## config.mk

```make
export PLATFORM = sky130hd
export DESIGN_NAME = csa_serial_adder
export DESIGN_NICKNAME = d
export VERILOG_FILES = /design/src/rtl/csa_serial_pkg.sv /design/src/rtl/csa_digit2.sv /design/src/rtl/csa_serial_adder.sv
export SDC_FILE = /design/constraint.sdc
export NUM_CORES = 1
export LEC_CHECK = 0
export CORE_MARGIN = 4
export CORE_UTILIZATION = 43
export CTS_CLUSTER_DIAMETER = 30
export DETAILED_ROUTE_END_ITERATION = 8
export HOLD_SLACK_MARGIN = 0.02
export PLACE_DENSITY = 0.78
export RECOVER_POWER = 50
export SYNTH_ARGS = -nofsm -noshare
export SYNTH_HDL_FRONTEND = slang
export SYNTH_SLANG_ARGS = --single-unit
export TNS_END_PERCENT = 50
```

## constraint.sdc

```tcl
create_clock -name clk -period 2.6 [get_ports clk]
set_input_delay 0.39 -clock clk [delete_from_list [all_inputs] [get_ports clk]]
set_output_delay 0.39 -clock clk [all_outputs]
set_load 0.01 [all_outputs]
```

## src/rtl/csa_serial_pkg.sv

```systemverilog
// Shared types and constants for the digit-serial carry-select adder.
// The optional subtract mode is enabled by defining CSA_SERIAL_SUB_EN.

package csa_serial_pkg;

   typedef enum logic [1:0] {
      IDLE,
      RUN,
      DONE
   } state_t;

   localparam int DIGIT_W = 2;

   // Digit counter width: enough to index every digit, never narrower than one bit.
   function automatic int cnt_width(input int ndig);
      int w;
      w = $clog2(ndig);
      if (w < 1) begin
         w = 1;
      end
      return w;
   endfunction

endpackage

```

## src/rtl/csa_digit2.sv

```systemverilog
// Two-bit carry-select slice: bit 0 ripples, bit 1 is precomputed for both
// carry-in values and chosen by the bit-0 carry.

module csa_digit2 (
   input  logic [1:0] a,
   input  logic [1:0] b,
   input  logic       cin,
   output logic [1:0] sum,
   output logic       cout,
   output logic       c0
);

   logic s1_c0;
   logic s1_c1;
   logic co_c0;
   logic co_c1;

   // Ripple bit 0, build both bit-1 candidates, then select with the bit-0 carry.
   always_comb begin
      sum[0] = a[0] ^ b[0] ^ cin;
      c0     = (a[0] & b[0]) | (cin & (a[0] ^ b[0]));
      s1_c0  = a[1] ^ b[1];
      co_c0  = a[1] & b[1];
      s1_c1  = ~(a[1] ^ b[1]);
      co_c1  = a[1] | b[1];
      sum[1] = c0 ? s1_c1 : s1_c0;
      cout   = c0 ? co_c1 : co_c0;
   end

endmodule

```

## src/rtl/csa_serial_adder.sv

```systemverilog
// Digit-serial WIDTH-bit adder: one 2-bit carry-select digit per cycle,
// least-significant digit first, with the carry held in a register between
// digits. Defining CSA_SERIAL_SUB_EN adds a 'sub' input that turns the
// operation into a - b.

import csa_serial_pkg::*;

module csa_serial_adder #(
   parameter int WIDTH = 8
) (
   input  logic             clk,
   input  logic             reset,
   input  logic             in_valid,
   output logic             in_ready,
   input  logic [WIDTH-1:0] a,
   input  logic [WIDTH-1:0] b,
   input  logic             cin,
`ifdef CSA_SERIAL_SUB_EN
   input  logic             sub,
`endif
   output logic             out_valid,
   input  logic             out_ready,
   output logic [WIDTH-1:0] sum,
   output logic             cout,
   output logic             overflow
);

   localparam int NDIG = WIDTH / DIGIT_W;
   localparam int CNT_W = cnt_width(NDIG);
   localparam logic [CNT_W-1:0] LAST_DIG = CNT_W'(NDIG - 1);

   state_t state;
   state_t state_nxt;

   logic [CNT_W-1:0]   counter;
   logic               carry_q;
   logic [WIDTH-1:0]   a_q;
   logic [WIDTH-1:0]   b_q;
   logic [WIDTH-1:0]   sum_q;
   logic [WIDTH-1:0]   sum_ins;
   logic               cout_q;
   logic               ovf_q;
   logic [DIGIT_W-1:0] dig_a;
   logic [DIGIT_W-1:0] dig_b;
   logic [DIGIT_W-1:0] dig_sum;
   logic               dig_cout;
   logic               dig_c0;
   logic               accept;
   logic               last_dig;

   assign accept   = (state == IDLE) && in_valid;
   assign last_dig = (counter == LAST_DIG);

   csa_digit2 u_digit (
      .a    (dig_a),
      .b    (dig_b),
      .cin  (carry_q),
      .sum  (dig_sum),
      .cout (dig_cout),
      .c0   (dig_c0)
   );

   // Pick the current digit's operand bits and splice its sum into the result word.
   always_comb begin
      dig_a   = '0;
      dig_b   = '0;
      sum_ins = sum_q;
      for (int d = 0; d < NDIG; d++) begin
         if (counter == CNT_W'(d)) begin
            dig_a = a_q[d*DIGIT_W +: DIGIT_W];
            dig_b = b_q[d*DIGIT_W +: DIGIT_W];
            sum_ins[d*DIGIT_W +: DIGIT_W] = dig_sum;
         end
      end
   end

   // State register; reset discards any transaction in flight.
   always_ff @(posedge clk) begin
      if (reset) begin
         state <= IDLE;
      end else begin
         state <= state_nxt;
      end
   end

   // Next-state: accept in IDLE, step digits in RUN, wait for the consumer in DONE.
   always_comb begin
      state_nxt = state;
      case (state)
         IDLE: if (in_valid) state_nxt = RUN;
         RUN:  if (last_dig) state_nxt = DONE;
         DONE: if (out_ready) state_nxt = IDLE;
         default: state_nxt = IDLE;
      endcase
   end

   // Handshake outputs depend only on the current state.
   always_comb begin
      in_ready  = (state == IDLE);
      out_valid = (state == DONE);
   end

   // Datapath: capture operands on accept, then one digit per RUN cycle.
   always_ff @(posedge clk) begin
      if (reset) begin
         counter <= '0;
         carry_q <= 1'b0;
         sum_q   <= '0;
         cout_q  <= 1'b0;
         ovf_q   <= 1'b0;
         a_q     <= '0;
         b_q     <= '0;
      end else if (accept) begin
         a_q     <= a;
`ifdef CSA_SERIAL_SUB_EN
         b_q     <= sub ? ~b : b;
         carry_q <= sub ? 1'b1 : cin;
`else
         b_q     <= b;
         carry_q <= cin;
`endif
         sum_q   <= '0;
         counter <= '0;
      end else if (state == RUN) begin
         sum_q   <= sum_ins;
         carry_q <= dig_cout;
         if (last_dig) begin
            cout_q <= dig_cout;
            ovf_q  <= dig_c0 ^ dig_cout;
         end else begin
            counter <= counter + 1'b1;
         end
      end
   end

   assign sum      = sum_q;
   assign cout     = cout_q;
   assign overflow = ovf_q;

endmodule

```

# Word-level counts from Yosys, hierarchy flattened
# Cells that the tools add are included.
# totals
regBits	31
in_bits	21
out_inout_bits	12
wordCells	60
# op_classes
n_addsub	1
eq_ne	8
muxes	16
bitwise	12
reduce_logical	12
# ops
op	count
2-to-1 mux 2 bit	11
AND reduction 2 bit	5
equality test 2 bit, second input constant	3
one-hot mux 2 bit (3 select lines)	1
AND reduction 3 bit	2
equality test 2 x 1 -> 1 bit, second input constant	2
logical NOT 2 bit	2
2-to-1 mux 1 bit	4
!= test 2 bit, second input constant	2
bitwise XOR 1 bit	4
bitwise AND 1 bit	3
inverter 1 bit	3
adder 2 x 1 -> 2 bit, second input constant	1
!= test 2 x 1 -> 1 bit, second input constant	1
OR 1 bit	2
nonzero test 2 bit	1
OR reduction 2 bit	1
logical AND 1 bit	1

# Depth between registers and ports, before layout
# depth
depth_word	11
depth_mapped	12
ltp_nobuf	11

# Modules after synthesis
# From an unflattened synthesis, not the netlist that was laid out.
# unflattened
cells_unflattened	168
area_unflattened_um2	1450.1
# by_module_without_submodules
module	instances	cells_each	area_each_um2	seq_area_each_um2
csa_serial_adder	1	155	1361.3	620.6
csa_digit2	1	13	88.8	0.0

# Worst setup path before layout
# Ideal clock, no wire load.
# synth_timing
kind	reg-to-reg
startpoint	reg counter[0]
endpoint	reg carry_q
setup_time_ns	0.071
arrival_time_ns	2.263
required_time_ns	2.529
path_slack_ns	0.266
path_stages_with_launch	13
path_buffers	1
synth_period_minus_slack_ns	2.334
cell_sequence	dfxtp_1 > inv_1 > ha_1 > clkbuf_1 > a21oi_1 > o21ai_0 > o21ai_0 > o21ai_0 > fa_1 > nor2b_1 > a21oi_1 > a211o_1 > a21oi_1
# synth_between
elab_chain_cells	11
word_cells_on_any_way	21
cone_classes	eq/ne (3); mux (11); bitwise (6); reduce/logical (1)
# synth_rtl
element	line_no	source
from (decl)	csa_serial_adder.sv:35	logic [CNT_W-1:0] counter;
from (signal assigned)	csa_serial_adder.sv:131	counter <= counter + 1'b1;
logical NOT 2 bit	csa_serial_adder.sv:69	if (counter == CNT_W'(d)) begin
2-to-1 mux 2 bit (4 in a row)	csa_serial_adder.sv:69	
bitwise XOR 1 bit	csa_digit2.sv:21	c0 = (a[0] & b[0]) | (cin & (a[0] ^ b[0]));
bitwise AND 1 bit	csa_digit2.sv:21	
OR 1 bit	csa_digit2.sv:21	
2-to-1 mux 1 bit *	csa_digit2.sv:27	cout = c0 ? co_c1 : co_c0;
2-to-1 mux 1 bit *	csa_serial_adder.sv:124	end else if (state == RUN) begin
2-to-1 mux 1 bit *	csa_serial_adder.sv:113	end else if (accept) begin
to (signal assigned)	csa_serial_adder.sv:120	carry_q <= cin;
to (signal assigned)	csa_serial_adder.sv:126	carry_q <= dig_cout;
to (decl)	csa_serial_adder.sv:36	logic carry_q;
# Every way passes the cells marked *; elsewhere a longest branch is shown, timed or not. The select of a mux whose other input is x is not followed.
# A chain may end at the register's enable or synchronous reset.

# Worst setup path after layout
# layout_timing
startpoint	reg counter[1]
endpoint	reg carry_q
# The elaborated chain is that of the path after synthesis.

==> flow_metrics.py <==
metrics = {
    "outcome": {
        "status": "finished clean",
    },
    "worst_setup_path": {
        "start_kind": "flop",
        "worstPathMaxFanout": 12,
        "end_kind": "flop",
        "cp.arrival_ns": 2.56,
        "crit_type": "flop to flop",
        "cp.required_ns": 2.86,
    },
    "sta": {
        "setup_viol": 0,
        "finalCritPeriodShare": 0.886,
        "tns_ns": 0,
        "rsz0062_at_grt": "no",
        "worst_slew_pin_slew_ns": 0.990,
        "period_minus_slack_ns": 2.30,
        "worst_slew_margin_rel": 0.340,
        "finalHoldViolations": 0,
        "finClkSkew_ns": 0.00175,
        "slew_violations": 0,
        "hold_slack_ns": 0.456,
        "max_freq_mhz": 434,
    },
    "synth": {
        "netlist_area_mm2": 0.00146,
        "yosysWarnings": 0,
        "syn_inst": 180,
        "synth-seq-area-share": 0.426,
        "synth_seq_cells": 31,
        "yosysUniqueCellTypes": 26,
        "syn_nets": 208,
        "syn_area_per_cell_um2": 8.09,
    },
    "grt": {
        "grt_pass1_vias": 1147,
        "grt_max_degree": 22,
        "grt_pass1_wl_um": 4960,
        "antenna_found_initial": 0,
        "gr-total-overflow": 0,
        "grt_usage": 0.150,
    },
    "power": {
        "clockPowerShare": 0.299,
        "p_leak_nw": 0.671,
        "pwr-share-seq": 0.536,
        "p_comb_frac": 0.165,
        "p_int_mw": 0.695,
        "p_sw_mw": 0.255,
        "ir_worst_vdd_v": 0.000368,
        "p_sw_frac": 0.268,
        "power_density_mw_per_mm2": 525,
    },
    "floorplanning": {
        "ioPinCount": 33,
        "die_w_um": 66.2,
        "start_util": 0.462,
        "die_y_um": 66.2,
        "dieArea_mm2": 0.00438,
        "num_rows": 20,
        "coreArea_mm2": 0.00315,
    },
    "cts": {
        "clock-sinks": 31,
        "clock_path_buffers": 2,
        "cts-buffers-inserted": 5,
        "path_clk_slew_ns": 0.09,
        "cts_root_buffer": "clkbuf_4",
        "cts_tree": "built",
        "h-tree-depth": 2,
        "insertion_delay_ns": 0.32,
    },
    "detailed_routing": {
        "via_count": 1197,
        "vias_per_cell": 4.77,
        "drt-initial-drc-count": 68,
        "ant_nets": 0,
        "wl_per_cell_um": 11.5,
        "drt_pre_antenna_iters": 4,
        "wirelength_um": 2890,
        "drc": 0,
    },
    "finish": {
        "drive_gt1_frac": 0.0966,
        "seqCellArea_um2": 622,
        "final_util": 0.574,
        "fin_cells": 251,
        "area_delta_synth_final_pct": 24.3,
        "fin_area_mm2": 0.00181,
        "final.fill_count": 337,
        "nets": 235,
        "diodes": 0,
        "multi_input_comb_area_um2": 716,
    },
    "placed_design": {
        "io_buffers": 32,
        "dp_hpwl_um": 2070,
        "numPlacedInstances": 244,
        "place_congestion": 0.879,
        "dpl_cell_area_mm2": 0.00175,
    },
    "hold_path": {
        "worstHoldPathType": "flop to flop",
    },
    "flow_run": {
        "cap_violations": 0,
    },
}
what timing repair did:
item / in CTS / in global routing
hold buffers: 0 / 0
gates resized for setup: 0 / 5
setup buffers: 0 / 0
setup endpoints to repair: 0 / 5
metrics by stage:
step,setup slack [ns],total power [mW]
2_1_floorplan,0.266,0.624
6_report,0.296,0.950
3_3_place_gp,0.240,0.673
3_5_place_dp,0.0979,0.676
4_1_cts,0.0828,0.955
5_1_grt,0.0480,1.01
cells in the mapped netlist:
| library cell | number | area, um^2 |
|---|---|---|
| nor2_1 | 7 | 26.3 |
| ha_1 | 6 | 75.1 |
| nor2b_1 | 1 | 6.26 |
| clkbuf_1 | 6 | 22.5 |
| nand2b_1 | 1 | 6.26 |
| nand2_2 | 1 | 6.26 |
| buf_2 | 2 | 10.0 |
| xnor2_1 | 2 | 17.5 |
| and2b_1 | 2 | 15.0 |
| a211oi_2 | 3 | 37.5 |
| a211o_1 | 1 | 8.76 |
| inv_1 | 9 | 33.8 |
| nand3_1 | 3 | 15.0 |
| dfxtp_1 | 31 | 621 |
| a311oi_1 | 3 | 26.3 |
| o21ai_0 | 8 | 40.0 |
| fa_1 | 1 | 20.0 |
| and2_4 | 1 | 8.76 |
| nor2b_2 | 1 | 8.76 |
| and2_1 | 1 | 6.26 |
| a22oi_1 | 2 | 15.0 |
| buf_6 | 5 | 56.3 |
| mux2i_1 | 2 | 20.0 |
| nor2_2 | 4 | 25.0 |
| a21oi_1 | 32 | 160 |
| nand2_1 | 45 | 169 |
sequential cells by signal, summed over array words and instances (netlist names):
name,count
carry_q,1
b_q,8
cout,1
state,2
sum,8
a_q,8
counter,2
overflow,1
metal layers:
metal  up-vias  part of all wire  global-route usage
met3         4             0.069              0.0663
met1       510              0.49               0.185
met2        36              0.43               0.233
li1        647                 -                   -
met5         -                 0                   0
met4         0            0.0083              0.0457
critical path: stages, from the launching register on:
cell	delay, ns
dfxtp_1	0.39
inv_1	0.08
ha_2	0.25
a21oi_1	0.15
o21ai_0	0.08
o21ai_0	0.08
o21ai_0	0.13
fa_2	0.43
nor2b_2	0.14
a21oi_1	0.07
a211o_1	0.30
a21oi_1	0.14
power groups by stage:
stage	registers (mW)	clock network, mW	logic [mW]
floorplan	0.518	0	0.107
global placement	0.519	0	0.153
detailed placement	0.520	0	0.156
CTS	0.509	0.289	0.157
global route	0.512	0.317	0.177
finish	0.509	0.284	0.157
cell usage in the layout, fill, tap and decap left out, types with 2 or more instances in the layout:
cell	n
nand2_1	45
a21oi_1	32
dfxtp_1	30
clkdlybuf4s50_1	30
inv_1	9
nor2_1	8
o21ai_0	8
clkbuf_4	5
ha_1	4
nor2_2	3
a211oi_2	3
a311oi_1	3
nand3_1	3
and2b_1	2
a22oi_1	2
xnor2_1	2
and2_0	2
mux2i_1	2
ha_2	2
dlygate4sd3_1	2
worst paths after layout:
path               from  cells after the start  slack, ns       to
min reg2reg      sum[4]                      2       0.46   sum[4]
max          counter[1]                     11       0.30  carry_q
max reg2reg  counter[1]                     11       0.30  carry_q
min              sum[4]                      2       0.46   sum[4]
cells by family after synthesis:
logic type / share of synthesized area
compound gates: 0.198
flops: 0.426
fa+ha+maj: 0.0653
xor+xnor: 0.0120
simple gates: 0.201
mux: 0.0137
buf+inv: 0.0842
layout make-up:
class | count | share of cell area
Sequential cell | 31 | 0.343
Clock buffer | 6 | 0.0283
Tap cell | 44 | 0.0304
Inverter | 9 | 0.0187
Multi-Input combinational cell | 127 | 0.395
Timing Repair Buffer | 33 | 0.181
Clock inverter | 1 | 0.00276
(Power assumes the default switching activity.)
